--- src/rtl/dispatch_packetizer_pkg.sv ---
// ============================================================================
// Module  : dispatch_packetizer_pkg
// Purpose : Flit layout, flit type codes and FSM states shared by the
//           dispatch packetizer and its output register.
// Revision: 1.0  initial release
// ============================================================================
`default_nettype none

package dispatch_packetizer_pkg;

  localparam int DATA_WIDTH = 32;
  localparam int TYPE_H     = 31;
  localparam int TYPE_L     = 30;
  localparam int DCID_H     = 29;
  localparam int DCID_L     = 26;
  localparam int DRID_H     = 25;
  localparam int DRID_L     = 22;
  localparam int RTID_H     = 21;
  localparam int RTID_L     = 18;
  localparam int SCID_H     = 17;
  localparam int SCID_L     = 14;
  localparam int PKT_LEN_W  = 8;
  localparam int HEAD_LEN_L = 0;

  typedef enum logic [1:0] {
    FLIT_HEAD = 2'b01,
    FLIT_BODY = 2'b10,
    FLIT_TAIL = 2'b11
  } flit_type_e;

  typedef enum logic [0:0] {
    ST_IDLE    = 1'b0,
    ST_PAYLOAD = 1'b1
  } pkt_state_e;

endpackage

`default_nettype wire

--- src/rtl/flit_out_reg.sv ---
// ============================================================================
// Module  : flit_out_reg
// Purpose : Single-entry valid/ready output register; load_en tells the
//           producer when a new flit may be presented.
// Revision: 1.0  initial release
// ============================================================================
`default_nettype none

module flit_out_reg #(
  parameter int W = 32
) (
  input  logic         CDCLK,
  input  logic         CDRESETn,
  input  logic         in_valid,
  input  logic [W-1:0] in_data,
  output logic         load_en,
  output logic         out_valid,
  output logic [W-1:0] out_data,
  input  logic         out_ready
);

  logic         r_valid;
  logic [W-1:0] r_data;

  assign load_en   = ~r_valid | out_ready;
  assign out_valid = r_valid;
  assign out_data  = r_data;

  always_ff @(posedge CDCLK or negedge CDRESETn) begin
    if (!CDRESETn) begin
      r_valid <= 1'b0;
      r_data  <= '0;
    end else if (load_en) begin
      r_valid <= in_valid;
      if (in_valid) r_data <= in_data;
    end
  end

endmodule

`default_nettype wire

--- src/rtl/dispatch_packetizer.sv ---
// ============================================================================
// Module  : dispatch_packetizer
// Purpose : Builds HEAD + LEN payload flits (last one TAIL) for the bypass
//           dispatch channel from a request and a raw payload stream.
// Revision: 1.0  initial release
// ============================================================================
`default_nettype none

module dispatch_packetizer
  import dispatch_packetizer_pkg::*;
#(
  parameter int NODID      = 0,
  parameter int LOCAL_RTID = 0,
  parameter int LEN_W      = PKT_LEN_W
) (
  input  logic                     CDCLK,
  input  logic                     CDRESETn,
  input  logic [DCID_H-DCID_L:0]   REQDCID,
  input  logic [DRID_H-DRID_L:0]   REQDRID,
  input  logic [LEN_W-1:0]         REQLEN,
  input  logic                     REQVALID,
  output logic                     REQREADY,
  input  logic [DATA_WIDTH-3:0]    PLDATA,
  input  logic                     PLVALID,
  output logic                     PLREADY,
  output logic [DATA_WIDTH-1:0]    OUTDATA,
  output logic                     OUTVALID,
  input  logic                     OUTREADY
);

  localparam int SCID_W = SCID_H - SCID_L + 1;
  localparam int RTID_W = RTID_H - RTID_L + 1;
  localparam logic [SCID_W-1:0] c_nodid = SCID_W'(NODID);
  localparam logic [RTID_W-1:0] c_rtid  = RTID_W'(LOCAL_RTID);

  pkt_state_e              r_state;
  logic [LEN_W-1:0]        r_rem;
  logic                    w_load_en;
  logic                    w_req_fire;
  logic                    w_pl_fire;
  logic                    w_last;
  logic [LEN_W-1:0]        w_eff_len;
  logic                    w_in_valid;
  logic [DATA_WIDTH-1:0]   w_head;
  logic [DATA_WIDTH-1:0]   w_body;
  logic [DATA_WIDTH-1:0]   w_in_data;

  assign REQREADY   = (r_state == ST_IDLE)    & w_load_en;
  assign PLREADY    = (r_state == ST_PAYLOAD) & w_load_en;
  assign w_req_fire = REQVALID & REQREADY;
  assign w_pl_fire  = PLVALID & PLREADY;
  // A zero-length request still carries one payload flit
  assign w_eff_len  = (REQLEN == '0) ? LEN_W'(1) : REQLEN;
  assign w_last     = (r_rem == LEN_W'(1));

  always_comb begin
    w_head                         = '0;
    w_head[TYPE_H:TYPE_L]          = FLIT_HEAD;
    w_head[DCID_H:DCID_L]          = REQDCID;
    w_head[DRID_H:DRID_L]          = REQDRID;
    w_head[RTID_H:RTID_L]          = c_rtid;
    w_head[SCID_H:SCID_L]          = c_nodid;
    w_head[HEAD_LEN_L +: LEN_W]    = w_eff_len;
  end

  assign w_body     = {(w_last ? FLIT_TAIL : FLIT_BODY), PLDATA};
  assign w_in_data  = w_req_fire ? w_head : w_body;
  assign w_in_valid = w_req_fire | w_pl_fire;

  always_ff @(posedge CDCLK or negedge CDRESETn) begin
    if (!CDRESETn) begin
      r_state <= ST_IDLE;
      r_rem   <= '0;
    end else begin
      case (r_state)
        ST_IDLE: begin
          if (w_req_fire) begin
            r_rem   <= w_eff_len;
            r_state <= ST_PAYLOAD;
          end
        end
        ST_PAYLOAD: begin
          if (w_pl_fire) begin
            r_rem <= r_rem - LEN_W'(1);
            if (w_last) r_state <= ST_IDLE;
          end
        end
        default: r_state <= ST_IDLE;
      endcase
    end
  end

  flit_out_reg #(
    .W (DATA_WIDTH)
  ) u_out_reg (
    .CDCLK     (CDCLK),
    .CDRESETn  (CDRESETn),
    .in_valid  (w_in_valid),
    .in_data   (w_in_data),
    .load_en   (w_load_en),
    .out_valid (OUTVALID),
    .out_data  (OUTDATA),
    .out_ready (OUTREADY)
  );

endmodule

`default_nettype wire

--- config.mk ---
export PLATFORM = sky130hd
export DESIGN_NAME = dispatch_packetizer
export DESIGN_NICKNAME = d
export VERILOG_FILES = /design/src/rtl/dispatch_packetizer_pkg.sv /design/src/rtl/flit_out_reg.sv /design/src/rtl/dispatch_packetizer.sv
export SDC_FILE = /design/constraint.sdc
export NUM_CORES = 1
export LEC_CHECK = 0
export ABC_AREA = 0
export CAP_MARGIN = 20
export CELL_PAD_IN_SITES_DETAIL_PLACEMENT = 0
export CELL_PAD_IN_SITES_GLOBAL_PLACEMENT = 2
export CORE_MARGIN = 2
export CORE_UTILIZATION = 25
export CTS_CLUSTER_SIZE = 20
export DETAILED_ROUTE_END_ITERATION = 7
export GPL_ROUTABILITY_DRIVEN = 0
export PLACE_DENSITY_LB_ADDON = 0.1
export SLEW_MARGIN = 5
export SYNTH_ARGS = -nofsm -noshare
export SYNTH_HDL_FRONTEND = slang
export SYNTH_SLANG_ARGS = --single-unit
--- constraint.sdc ---
create_clock -name CDCLK -period 2.85 [get_ports CDCLK]
set_input_delay 0.855 -clock CDCLK [delete_from_list [all_inputs] [get_ports CDCLK]]
set_output_delay 0.855 -clock CDCLK [all_outputs]
set_load 0.03 [all_outputs]
# ---- Word-level counts from Yosys, hierarchy flattened
# Cells that the tools add are included.
dict set report word_totals {
  output_inout_bits 35
  elab_cells 29
  ff_bits 42
  in_bits 51
}
dict set report op_classes {
  n_reduce_logical 3
  mux 10
  bitwise 8
  n_eq_ne 3
  add_sub_neg 1
}
# operator n
set ops {}
lappend ops {{32-bit two-way mux} 1}
lappend ops {{8-bit two-way mux} 3}
lappend ops {{8-bit case mux with 2 select lines} 1}
lappend ops {{8-bit by 1-bit == test with 1-bit output (second input constant)} 1}
lappend ops {{8-bit logical NOT} 1}
lappend ops {{8-bit by 1-bit subtractor with 8-bit output (second input constant)} 1}
lappend ops {{1-bit AND} 4}
lappend ops {{1-bit two-way mux} 4}
lappend ops {{2-bit AND reduction} 2}
lappend ops {{2-bit by 1-bit inequality test with 1-bit output (second input constant)} 1}
lappend ops {{2-bit inequality test (second input constant)} 1}
lappend ops {{1-bit NOT} 2}
lappend ops {{1-bit bitwise OR} 2}
lappend ops {{1-bit case mux with 2 select lines} 1}

# ---- Depth between registers and ports, before layout
dict set report logic_depth {
  depth_word 6
  mapped_depth 6
  depth_no_buf 6
}

# ---- Cells and area by module
# A second synthesis with hierarchy kept.
dict set report hier_totals {
  cells_unflattened 180
  hier_area_um2 2299.7
}
# module area_each_um2 n_inst cells_per_inst
set by_module_without_submodules {}
lappend by_module_without_submodules {flit_out_reg 1391.3 1 71}
lappend by_module_without_submodules {dispatch_packetizer 908.4 1 109}

# ---- Worst setup path after synthesis
# No wires, ideal clock.
dict set report synth_timing {
  kind {input -> output}
  start {in OUTREADY}
  end {out PLREADY}
  arrival_ps 1355
  required_time_ps 1995
  path_stages 2
  path_buffers 0
  slack_ps 640
  path_cell_list {nand2b_1 -> and2_1}
}
dict set report synth_via {
  elab_chain_cells 2
}
# item line
set synth_rtl {}
lappend synth_rtl {{start, declared} dispatch_packetizer.sv:28} ;# input logic OUTREADY
lappend synth_rtl {{1-bit bitwise OR} flit_out_reg.sv:25} ;# assign load_en = ~r_valid | out_ready;
lappend synth_rtl {{1-bit AND} dispatch_packetizer.sv:49} ;# assign PLREADY = (r_state == ST_PAYLOAD) & w_load_en;
lappend synth_rtl {{end, declared} dispatch_packetizer.sv:25} ;# output logic PLREADY,
# Every way passes these cells.

# ---- Final worst setup path
# Same ends and word-level chain as after synthesis.

==> metrics.md <==
| Metric | Value |
|---|---|
| Clock Pin Slew Worst Setup and Hold Paths | 0.08 ns |
| Row cnt | 32 |
| CTS tree | built |
| Buffer count from post-CTS setup fixing | 0 |
| Cell Area, Placed | 2990 µm² |
| Crit path cell chain | clkdlybuf4s50_1 -> nand2b_1 -> and2_1 -> buf_4 |
| Layout cells sized above 1 | 9.55% |
| Clk sink count | 42 |
| Root Buffer | clkbuf_8 |
| DRC | 0 |
| Number of port buffers | 85 |
| P_leak | 1.34 nW |
| Number of synthesized register bits | 42 |
| Setup crit start kind | input pin |
| CTS Hold Bufs | 0 |
| Initial antenna violation count | 0 |
| GR Overflow Total | 0 |
| Syn Inst Count | 226 |
| Status | finished, final reports clean |
| Synthesis warning total | 0 |
| Syn Nets | 279 |
| Met3 Resource Use GR | 5.38% |
| GRT Max-Usage Layer | met2 |
| ANT cells | 0 |
| Largest net degree at the start of global routing | 33 |
| Sequential element share of the synthesized area | 52.1% |
| Yosys top cell area share | 52.1% |
| Final setup viols | 0 |
| Worst-Skew Late Latency | 0.29 ns |
| Filler cells | 818 |
| Max Fanout on Critical Path | 2 |
| Measured slew at the worst slew-check pin | 0.630 ns |
| F_max | 376 MHz |
| Router iterations before antenna repair | 4 |
| Clock Skews | 0.00427 ns |
| Slowest stage cell on the critical path | clkdlybuf4s50_1 |
| Critical path arrival | 1.80 ns |
| First-pass GRT wire length | 9.67 mm |
| Initial Util | 26.0% |
| Avg Inst Size Synth | 8.92 µm² |
| Max Slew Vio Count | 0 |
| # resized after CTS | 0 |
| Worst Path Buf+Inv | 2 |
| Max Cap Viol | 0 |
| Final Power | 3.03 mW |
| Worst-case clock buffer depth | 2 |
| Post-synthesis cell area | 2020 µm² |
| Ports | 86 |
| P per Cell Area | 978 nW/µm² |
| M1 GR Usage | 17.6% |
| Slew margin rel. | 58.0% |
| Routed wire length | 6.06 mm |
| Fin crit share | 93.3% |
| DR iter-0 viols | 49 |
| Post-route cell area | 3100 µm² |
| Synth cell types | 41 |
| Fin crit period | 2.66 ns |
| Post-route ant nets | 0 |
| Delay-heaviest family, CP | buffers and inverters |
| Crit path required time | 2.00 ns |
| Vias per inst | 4.49 |
| CP peak stage delay | 0.46 ns |
| Hold Violations, Final | 0 |
| Final core utilization | 39.9% |
| Via Count | 1869 |
| VDD IR max | 0.000408 V |
| Vias in the first global route | 1935 |
| Max H-tree Level | 2 |
| Post-detail-place hpwl | 4.24 mm |
| RSZ-0062 raised after global routing | false |
| Placeable Area | 7770 µm² |
| Largest area contributor in the netlist | dfrtp_1 |
| Overall die area | 8800 µm² |
| GR Layer Usage met2 | 23.1% |
| CTS Buf Count | 5 |
| Setup TNS | 0 ns |
| Die width | 93.8 µm |
| Endpoint type of the worst setup path | primary output |
| CP Class | input pin to primary output |
| HP Class | flop to flop |
| Synth top area cells | dfrtp_1 52%, nand2_1 12%, a21oi_1 4.7% |
| Die H | 93.8 µm |
| Total Routing Usage GR | 14.3% |
| Synth-to-Final Area Change | 53.8% |
| Routed wire length per instance | 14.6 µm |
| # nets final | 366 |
## per-layer routing
metal	wire (µm)	vias to the layer above
met4	68	0
met2	2820	51
met1	2680	869
met3	491	7
li1	-	942
met5	0	-
## cells in the final DEF, fill, tap and decap left out, types with 2 or more instances in the layout
master	n
dfrtp_1	42
mux2i_1	3
ha_1	2
a21oi_1	19
nor2_1	20
o22ai_1	3
a31oi_1	14
o21ai_0	4
clkdlybuf4s50_1	82
nand2b_1	2
nand3_1	6
nand2_1	66
inv_1	3
buf_4	9
clkbuf_8	5
clkbuf_1	2
nor3_1	4
## sequential cells by signal (all words and copies together) (netlist names)
register             flops
u_out_reg.out_data      32
r_state                  1
u_out_reg.out_valid      1
r_rem                    8
## per-stage QoR
step	worst slack, ns	hold WS [ns]	instances
3_5_place_dp	0.192	0.471	408
4_1_cts	0.187	0.493	416
2_1_floorplan	0.640	0.554	226
5_1_grt	0.164	0.545	416
6_report	0.191	0.485	416
3_3_place_gp	0.209	0.461	408
## cells in the mapped netlist, drive strengths merged
master and n:
nor3 5, dfrtp 42, nor4 2, inv 3
clkbuf 3, ha 2, or3b 1, a21oi 21
and4 1, buf 10, and2 1, o31ai 1
o21ai 4, mux2i 3, and3 1, nand2 67
a41oi 1, nor2 22, a21o 1, nand4b 1
nand2b 3, a31oi 14, nand4 1, nor3b 1
nor2b 1, a22oi 1, nand3 6, or3 1
a2bb2oi 1, or4 1, mux2 1, o22ai 3
## where the power goes
part           switching [mW]  total (mW)  leakage [nW]  internal, mW
clock                   0.209       0.472        0.0524         0.262
combinational           0.881        1.56         0.780         0.676
sequential              0.176        1.00         0.508         0.828
total                    1.27        3.03          1.34          1.77
## final timing paths
path,startpoint,to,slack [ns],depth (start not counted)
max,OUTREADY,PLREADY,0.19,4
min,u_out_reg.out_data[31],u_out_reg.out_data[31],0.49,2
max reg2reg,r_state,u_out_reg.out_data[4],1.12,5
min reg2reg,u_out_reg.out_data[31],u_out_reg.out_data[31],0.49,2
max in group asynchronous,CDRESETn,u_out_reg.out_data[18],1.59,2
min in group asynchronous,CDRESETn,u_out_reg.out_valid,0.57,1
## worst register-to-register path: stages (launching register included)
cell and delay (ns):
dfrtp_1 0.48, nand2b_4 0.20, or3_1 0.50, buf_4 0.27
nor2_1 0.12, a31oi_1 0.05
## final cells by class
class / instances / area, µm² / share of cell area (%)
Clock inverter: 1 / 30.0 / 0.969
Sequential cell: 42 / 1050 / 33.9
Inverter: 3 / 11.3 / 0.363
Clock buffer: 7 / 76.3 / 2.46
Multi-Input combinational cell: 168 / 890 / 28.7
Timing Repair Buffer: 93 / 913 / 29.5
Tap cell: 102 / 128 / 4.12
## kinds of logic (layout without fill, tap and decap cells)
kind of cell / after synthesis / count (layout) / synth area share, %
compound gates: 47 / 47 / 14.2
simple gates: 115 / 115 / 26.6
fa+ha+maj: 2 / 2 / 1.24
buf+inv: 16 / 104 / 3.72
flops: 42 / 42 / 52.1
mux: 4 / 4 / 2.05
No activity file was read; power rests on OpenSTA's default activity.
